--- src/rtl/paint_fb_writer.sv ---
// paint_fb_writer: framebuffer write engine for the 64x64, 12 bpp paint panel.
// It takes plot and clear commands and issues read-modify-write cycles on the
// write port of the dual-port framebuffer. Each 24-bit word holds the top-half
// pixel in [23:12] and the matching bottom-half pixel in [11:0].
// Build option: define PAINT_BRUSH3_EN to add the cmd_brush port and the 3x3
// brush with edge clipping. Without it, every plot is a single pixel.
module paint_fb_writer #(
    parameter logic [11:0] BG_COLOR = 12'h000,
    parameter int unsigned ADDR_W   = 11
) (
    input  logic              clk,
    input  logic              rst,
    input  logic              cmd_valid,
    output logic              cmd_ready,
    input  logic              cmd_op,
    input  logic [5:0]        cmd_x,
    input  logic [5:0]        cmd_y,
    input  logic [11:0]       cmd_color,
`ifdef PAINT_BRUSH3_EN
    input  logic              cmd_brush,
`endif
    output logic              busy,
    output logic [ADDR_W-1:0] mem_addr,
    output logic              mem_rd,
    input  logic [23:0]       mem_rdata,
    output logic              mem_wr,
    output logic [23:0]       mem_wdata
);

    typedef enum logic [2:0] {
        IDLE,
        CLEAR,
        NEXT,
        RD,
        WR
    } state_t;

    localparam logic [ADDR_W-1:0] LAST_ADDR = {ADDR_W{1'b1}};

    state_t      state;
    logic [5:0]  x_q;
    logic [5:0]  y_q;
    logic [11:0] color_q;
    logic        bottom_q;   // target pixel lives in the low half of the word
    logic [23:0] wdata_q;    // registered write data, used while clearing

    logic [6:0]  tgt_x;
    logic [6:0]  tgt_y;
    logic        in_range;
    logic        last_off;

`ifdef PAINT_BRUSH3_EN
    logic        brush_q;
    logic [1:0]  dx_q;       // two's complement offset: -1, 0 or +1
    logic [1:0]  dy_q;
    logic [1:0]  dx_nxt;
    logic [1:0]  dy_nxt;

    // Current brush target, clip test and the next raster-order offset.
    always_comb begin
        // NOTE: every output of a combinational block gets a value up front so
        // no path can leave it unassigned and infer a latch.
        tgt_x    = {1'b0, x_q} + {{5{dx_q[1]}}, dx_q};
        tgt_y    = {1'b0, y_q} + {{5{dy_q[1]}}, dy_q};
        dx_nxt   = dx_q + 2'b01;
        dy_nxt   = dy_q;
        // Offsets are at most +-1, so the only out-of-range results are -1 and 64,
        // and both have bit 6 set.
        in_range = ~tgt_x[6] & ~tgt_y[6];
        last_off = ~brush_q | ((dx_q == 2'b01) && (dy_q == 2'b01));
        if (dx_q == 2'b01) begin
            dx_nxt = 2'b11;
            dy_nxt = dy_q + 2'b01;
        end
    end
`else
    // A single-pixel plot always targets the commanded pixel, which is always on screen.
    always_comb begin
        tgt_x    = {1'b0, x_q};
        tgt_y    = {1'b0, y_q};
        in_range = 1'b1;
        last_off = 1'b1;
    end
`endif

    // Handshake status is decoded directly from the state.
    always_comb begin
        cmd_ready = (state == IDLE);
        busy      = ~cmd_ready;
    end

    // Merge the new color into the word read back in RD. The other half passes through.
    always_comb begin
        mem_wdata = wdata_q;
        if (state == WR) begin
            mem_wdata = bottom_q ? {mem_rdata[23:12], color_q}
                                 : {color_q, mem_rdata[11:0]};
        end
    end

    // Command sequencer: one always_ff updates the state and the registered strobes.
    always_ff @(posedge clk) begin
        if (rst) begin
            // NOTE: all state is updated with non-blocking assignments, so each
            // branch sees the pre-edge values regardless of statement order.
            state    <= IDLE;
            x_q      <= '0;
            y_q      <= '0;
            color_q  <= '0;
            bottom_q <= 1'b0;
            wdata_q  <= '0;
            mem_addr <= '0;
            mem_rd   <= 1'b0;
            mem_wr   <= 1'b0;
`ifdef PAINT_BRUSH3_EN
            brush_q  <= 1'b0;
            dx_q     <= '0;
            dy_q     <= '0;
`endif
        end else begin
            case (state)
                IDLE: begin
                    mem_rd <= 1'b0;
                    mem_wr <= 1'b0;
                    if (cmd_valid) begin
                        x_q     <= cmd_x;
                        y_q     <= cmd_y;
                        color_q <= cmd_color;
                        if (cmd_op) begin
                            state    <= CLEAR;
                            mem_wr   <= 1'b1;
                            mem_addr <= '0;
                            wdata_q  <= {BG_COLOR, BG_COLOR};
                        end else begin
                            state <= NEXT;
`ifdef PAINT_BRUSH3_EN
                            brush_q <= cmd_brush;
                            dx_q    <= cmd_brush ? 2'b11 : 2'b00;
                            dy_q    <= cmd_brush ? 2'b11 : 2'b00;
`endif
                        end
                    end
                end
                CLEAR: begin
                    if (mem_addr == LAST_ADDR) begin
                        state  <= IDLE;
                        mem_wr <= 1'b0;
                    end else begin
                        mem_addr <= mem_addr + 1'b1;
                    end
                end
                NEXT: begin
                    if (in_range) begin
                        state    <= RD;
                        mem_rd   <= 1'b1;
                        mem_addr <= ADDR_W'({tgt_y[4:0], tgt_x[5:0]});
                        bottom_q <= tgt_y[5];
                    end else begin
                        // A clipped offset costs one cycle and touches no memory.
                        if (last_off) state <= IDLE;
`ifdef PAINT_BRUSH3_EN
                        dx_q <= dx_nxt;
                        dy_q <= dy_nxt;
`endif
                    end
                end
                RD: begin
                    state  <= WR;
                    mem_rd <= 1'b0;
                    mem_wr <= 1'b1;
                end
                WR: begin
                    mem_wr <= 1'b0;
                    state  <= last_off ? IDLE : NEXT;
`ifdef PAINT_BRUSH3_EN
                    dx_q <= dx_nxt;
                    dy_q <= dy_nxt;
`endif
                end
                default: begin
                    state  <= IDLE;
                    mem_rd <= 1'b0;
                    mem_wr <= 1'b0;
                end
            endcase
        end
    end

endmodule

--- config.mk ---
export PLATFORM = sky130hd
export DESIGN_NAME = paint_fb_writer
export DESIGN_NICKNAME = d
export VERILOG_FILES = /design/src/rtl/paint_fb_writer.sv
export SDC_FILE = /design/constraint.sdc
export NUM_CORES = 1
export LEC_CHECK = 0
export ABC_AREA = 1
export CAP_MARGIN = 10
export CORE_MARGIN = 2
export CORE_UTILIZATION = 46
export DETAILED_ROUTE_END_ITERATION = 10
export PLACE_DENSITY_LB_ADDON = 0.12
export SLEW_MARGIN = 20
export SYNTH_ARGS = -nofsm -noshare
export SYNTH_HDL_FRONTEND = slang
export SYNTH_SLANG_ARGS = --single-unit
--- constraint.sdc ---
create_clock -name clk -period 4.3 [get_ports clk]
set_input_delay 0.86 -clock clk [delete_from_list [all_inputs] [get_ports clk]]
set_output_delay 0.86 -clock clk [all_outputs]
set_load 0.05 [all_outputs]
==> summary.txt, run 1 <==
Detailed routing
  – Initial DRC count: between 100 and 150
  – Routed wl met2: 2.970 mm
  – Number of antenna-violating nets in the routed design: 0
  – Wire per inst: 12.88 µm
  – M1 WL: 2.649 mm
  – Uppermost layer routed: met4
  – Drt total wl: 6.155 mm
  – DRC viols: 0
  – Vias per inst: just over 5
  – Routed length on met3: just under 500 µm
  – Routed vias: 2,449
  – Pre-Repair DR Iteration Count: 4

Synthesis
  – Top_reg_cell synth: dfxtp_1
  – Library cells used by synthesis: 27
  – Cell Area, Synth: 0.002168 mm²
  – Async set-reset flop share out of synthesis: 0%
  – Syn Area/Cell: 6.322 µm²
  – Post-Synthesis Cells: 343
  – Mapped Nets: a little under 400
  – Register area share after synthesis: 37.85%
  – Synth warnings: 0
  – Number of synthesized flops with an enable pin: 0
  – Synth Register Bits: 41

STA
  – Fin worst setup slack: 0.8064 ns
  – Clock Skews: 0.009840 ns
  – Slew at the pin with the worst max-slew slack: 0.9212 ns
  – Final Critical Period: 3.494 ns
  – Max Slew Vio Count: 0
  – Setup violations, final: 0
  – Fin. Hold Viols: 0
  – Period utilization: 81.25%
  – RSZ-0062 raised after global routing: no
  – Rel. slew slack: between 30 and 40%
  – Achievable frequency: 286.2 MHz
  – Final TNS setup: 0 ns
  – Hold_ws: about 0.46 ns

Placement
  – Detail Placement HPWL: ~4.4 mm
  – Placement Setup Slack: 1.054 ns
  – Number of I/O port buffers: 90
  – RePlAce Congestion: around 0.87

Power
  – Leak: 1.254 nW
  – PwrDens: 390.7 mW/mm²
  – Peak supply drop: 0.2517 mV

CTS
  – Maximum root-to-sink buffer count: 2
  – Sink Count: 41
  – CTS tree: done
  – Clock transition at path regs: ~0.08 ns
  – Post-CTS Hold Fix Bufs: 0
  – Clock latency on the worst-skew pair: 0.30 ns
  – Setup Buffers After CTS: 0
  – CTS Root Cell: clkbuf_8
  – H-tree Lvls: 2
  – TritonCTS buffer count: 5
  – Post-cts sizing count: 0

Critical path
  – Startpoint Class: flip-flop
  – Crit path max fanout: 25
  – Crit path arrival time: about 2.6 ns
  – Critical path class: flip-flop to output pin
  – Setup crit end kind: output pin
  – CP required: 3.44 ns

Floorplan
  – Cell Rows: 24
  – Area of the core: 0.004444 mm²
  – Die width: approximately 73 µm
  – Die area: around 0.0053 mm²
  – IO Pins: 91
  – Chip height: 72.66 µm
  – Initial core utilization: 48.79%

Run status
  – Status: finished clean

Final layout
  – Area occupied by multi-input gates: 0.001172 mm²
  – Area grow syn2layout: 47.72%
  – Reg area: 820.8 µm²
  – Antenna cells: 0
  – Fill cell count: 408
  – Layout net count: around 480
  – Layout cells sized above 1: ~6.3%

Job
  – Maxcap violations: 0

Global routing
  – Congestion Overflow GR: 0
  – First-pass GRT wire length: 10.14 mm
  – Largest net degree at the start of global routing: 37
  – Vias in the first global route: 2,223
  – GRT Overall Usage: 24.14%
  – Initial antenna violation count: 0

Min path
  – Hold Crit Class: flip-flop to flip-flop
-- critical path, stage by stage (launching register included) --
cell and delay [ns]:
dfxtp_1 0.41, nand3_1 0.66, a21oi_1 0.40, clkdlybuf4s50_1 0.86
-- metrics by stage --
step           util [%]  std cells  instance area, µm²  power [mW]
2_1_floorplan         -        343                2168      0.7499
3_3_place_gp      69.06        470                3069      0.8807
3_5_place_dp      69.06        470                3069      0.8885
4_1_cts           72.07        478                3203       1.256
5_1_grt           72.07        478                3203       1.323
6_report          72.07        478                3203       1.251
-- final timing paths --
path / end / cells past startpoint / slack [ns] / start
max: mem_wdata[13] / 3 / 0.81 / state[2]$_SDFFE_PP0P_
min reg2reg: x_q[0]$_SDFFE_PP0P_ / 2 / 0.46 / x_q[0]$_SDFFE_PP0P_
min: x_q[0]$_SDFFE_PP0P_ / 2 / 0.46 / x_q[0]$_SDFFE_PP0P_
max reg2reg: mem_addr[3]$_SDFFE_PP0P_ / 9 / 2.42 / mem_addr[0]$_SDFFE_PP0P_
-- logic make-up after synthesis --
group | Yosys count | synth area share (%)
AND/OR/NAND/NOR | 170 | 32.60
AO/OA/AOI/OAI | 88 | 20.89
buffers and inverters | 43 | 8.078
flip-flops | 41 | 37.85
adder cells (fa/ha/maj) | 1 | 0.5769
-- cell type report --
type	instances	share of cell area, %
tap	52	2.031
clock inverter	3	2.031
clock buffer	5	2.148
sequential	41	25.63
timing repair buffer	91	28.36
multi-input combinational	259	36.60
inverter	27	3.203
-- layout by cell type (no fill, tap or decap) --
master | synthesis | routed
a21oi_1 | 36 | 36
buf_4 | 0 | 1
inv_1 | 23 | 23
nor2_2 | 3 | 3
ha_1 | 1 | 1
dfxtp_1 | 41 | 41
o21ai_2 | 1 | 1
nor4_1 | 1 | 1
nor2_1 | 67 | 67
inv_2 | 3 | 3
nand3_2 | 1 | 1
clkinv_2 | 1 | 2
clkbuf_8 | 0 | 5
nand2_2 | 5 | 5
nand2_1 | 77 | 77
o22ai_1 | 2 | 2
or2_2 | 1 | 1
nand3_1 | 11 | 11
bufinv_16 | 0 | 2
o21ai_1 | 12 | 12
nor3_1 | 1 | 1
o21ai_0 | 34 | 34
o21bai_1 | 1 | 1
nor2_4 | 3 | 3
o211ai_1 | 1 | 1
clkdlybuf4s50_1 | 0 | 90
a31oi_1 | 1 | 1
-- state kept, by name (all words and copies together), names as in the netlist --
name / cells
bottom_q: 1
color_q: 12
mem_addr: 11
mem_rd: 1
mem_wr: 1
state: 3
x_q: 6
y_q: 6
-- report_power, final --
part           switching (mW)  internal [mW]
logic                   0.253          0.147
registers              0.0508          0.433
clock network           0.138          0.231
total                   0.442          0.810
-- per-layer routing --
layer  vias to the layer above  global-route usage, %
met3                         7                  9.254
met1                      1095                  30.39
met5                         -                      0
met2                        83                  40.10
met4                         0                  3.704
li1                       1264                      -
-- synthesized netlist by cell type, types with 2 or more instances --
| cell | count | share of area (%) |
|---|---|---|
| inv_1 | 23 | 4.0 |
| o21ai_1 | 12 | 2.8 |
| clkbuf_1 | 10 | 1.7 |
| nand2_1 | 77 | 13 |
| nand2_2 | 5 | 1.4 |
| o22ai_1 | 2 | 0.58 |
| nor2_4 | 3 | 1.6 |
| a21oi_1 | 36 | 8.3 |
| o21ai_0 | 34 | 7.8 |
| buf_2 | 4 | 0.92 |
| nor2_2 | 3 | 0.87 |
| nor2_1 | 67 | 12 |
| nand3_1 | 11 | 2.5 |
| dfxtp_1 | 41 | 38 |
| inv_2 | 3 | 0.52 |
No activity file was read; power rests on OpenSTA's default activity.
==> inputs of run 2 (changes only) <==
Settings changed: CORE_UTILIZATION 46 to 39.
Clock period 4.3 ns to 3 ns, I/O delays scaled along.
==> run 2 against run 1 <==
  * Critical endpoint is now cmd_ready
  * Clock power grew 24%
  * Utilization shrank 14 points
  * Die area grew 17%
  * Sequential power grew 42%
  * Clock skew shrank 0.0050 ns
  * Non-clock buffer count grew 3
  * First-iteration DRC count grew 2.7%
==> summary.txt, run 2 (synthesized netlist as in run 1, its figures left out) <==
Run status
  – Status: finished clean

Critical path
  – Startpoint Class: flip-flop
  – Setup crit end kind: output pin
  – CP required: 2.40 ns
  – Crit path arrival time: roughly 1.8 ns
  – Crit path max fanout: 5
  – Critical path class: flip-flop to output pin

CTS
  – Clock transition at path regs: 0.08 ns
  – Post-cts sizing count: 0
  – Setup Buffers After CTS: 0
  – Sink Count: between 40 and 50
  – CTS tree: done
  – Post-CTS Hold Fix Bufs: 0
  – CTS Root Cell: clkbuf_8
  – H-tree Lvls: 2
  – TritonCTS buffer count: 5
  – Maximum root-to-sink buffer count: 2
  – Clock latency on the worst-skew pair: approximately 0.28 ns

Floorplan
  – Area of the core: 0.005439 mm²
  – Die width: about 79 µm
  – Initial core utilization: 39.87%
  – Die area: 0.006172 mm²
  – Chip height: slightly below 80 µm
  – Cell Rows: 27
  – IO Pins: 91

Final layout
  – Fill cell count: 541
  – Layout net count: just under 500
  – Post-route cell area: 0.003173 mm²
  – Layout cells sized above 1: roughly 12%
  – Max FFs per register: 12
  – Commonest non-fill, non-tap cell in the layout: nand2_1
  – Top Registers: color_q: 12 flops, mem_addr: 11 flops
  – Most frequent cells in the layout: 77 x nand2_1, 67 x nor2_1, 66 x clkdlybuf4s50_1
  – Area grow syn2layout: 46.34%
  – Biggest register: color_q
  – Antenna cells: 0

STA
  – Achievable frequency: 417.0 MHz
  – Fin. Hold Viols: 0
  – Final TNS setup: 0 ns
  – Slew at the pin with the worst max-slew slack: 0.5040 ns
  – Rel. slew slack: between 60 and 70%
  – Max Slew Vio Count: 0
  – Final Critical Period: 2.398 ns
  – RSZ-0062 raised after global routing: no
  – Period utilization: roughly four fifths
  – Clock Skews: 0.004888 ns
  – Setup violations, final: 0

Job
  – Maxcap violations: 0

Global routing
  – Largest net degree at the start of global routing: 37
  – Initial antenna violation count: 0
  – GRT Overall Usage: between 10% and 20%
  – Congestion Overflow GR: 0
  – First-pass GRT wire length: roughly 9.8 mm
  – Vias in the first global route: 2,119

Power
  – Leak: 1.307 nW
  – Power, Total: between 1.5 and 2 mW
  – Peak supply drop: 0.3018 mV
  – PwrDens: about 540 mW/mm²

Detailed routing
  – Wire per inst: 12.13 µm
  – Routed vias: 2,425
  – DRC viols: 0
  – Vias per inst: 4.840
  – Number of antenna-violating nets in the routed design: 0
  – Initial DRC count: between 150 and 200
  – Drt total wl: 6.077 mm
  – Pre-Repair DR Iteration Count: 4

Placement
  – Number of I/O port buffers: 90
  – Dpl cell area: roughly 0.0031 mm²
  – RePlAce Congestion: 0.9151
  – Detail Placement HPWL: 4.413 mm

Min path
  – Hold Crit Class: flip-flop to flip-flop
-- run 2: final timing paths --
check                                              start                   endpoint  slack (ns)  cells past startpoint
worst min-delay path                 x_q[1]$_SDFFE_PP0P_        x_q[1]$_SDFFE_PP0P_        0.47                      2
worst max register to register  mem_addr[0]$_SDFFE_PP0P_  mem_addr[10]$_SDFFE_PP0P_        1.23                     10
worst min register to register       x_q[1]$_SDFFE_PP0P_        x_q[1]$_SDFFE_PP0P_        0.47                      2
worst max-delay path               state[2]$_SDFFE_PP0P_                  cmd_ready        0.60                      4
-- run 2: stage by stage --
stage	hold WS (ns)	util [%]	worst slack, ns	cells
after floorplan	0.4243	-	0.7426	343
after global placement	0.4503	56.20	0.8237	493
after detailed placement	0.4591	56.20	0.7618	493
after CTS	0.4699	58.34	0.5815	501
after global routing	0.4859	58.34	0.5060	501
final	0.4735	58.34	0.6018	501
-- run 2: power by group --
part | internal [mW] | total [mW] | switching (mW)
registers | 0.620 | 0.686 | 0.0662
logic | 0.215 | 0.582 | 0.367
clock network | 0.271 | 0.457 | 0.185
total | 1.11 | 1.73 | 0.619
-- run 2: metal layers --
metal	vias to the layer above	track usage [%]	part of all wire, %
li1	1272	-	-
met1	1075	26.34	47
met2	78	31.45	46
met3	0	5.402	6.9
met4	0	2.807	0
met5	-	0	0
-- run 2: layout make-up --
cell class                      count  area (µm²)  share of cell area [%]
Tap cell                           72       90.09                   2.839
Timing Repair Buffer               94       870.8                   27.44
Inverter                           27       102.6                   3.233
Multi-Input combinational cell    259        1172                   36.95
Clock buffer                        7       86.33                   2.721
Clock inverter                      1       30.03                  0.9464
Sequential cell                    41       820.8                   25.87
-- run 2: critical path, cell delays in order (launching register included) --
cell and delay [ns]:
dfxtp_1 0.35, nor2_2 0.17, nand2_2 0.13, inv_1 0.07, clkdlybuf4s50_1 0.79
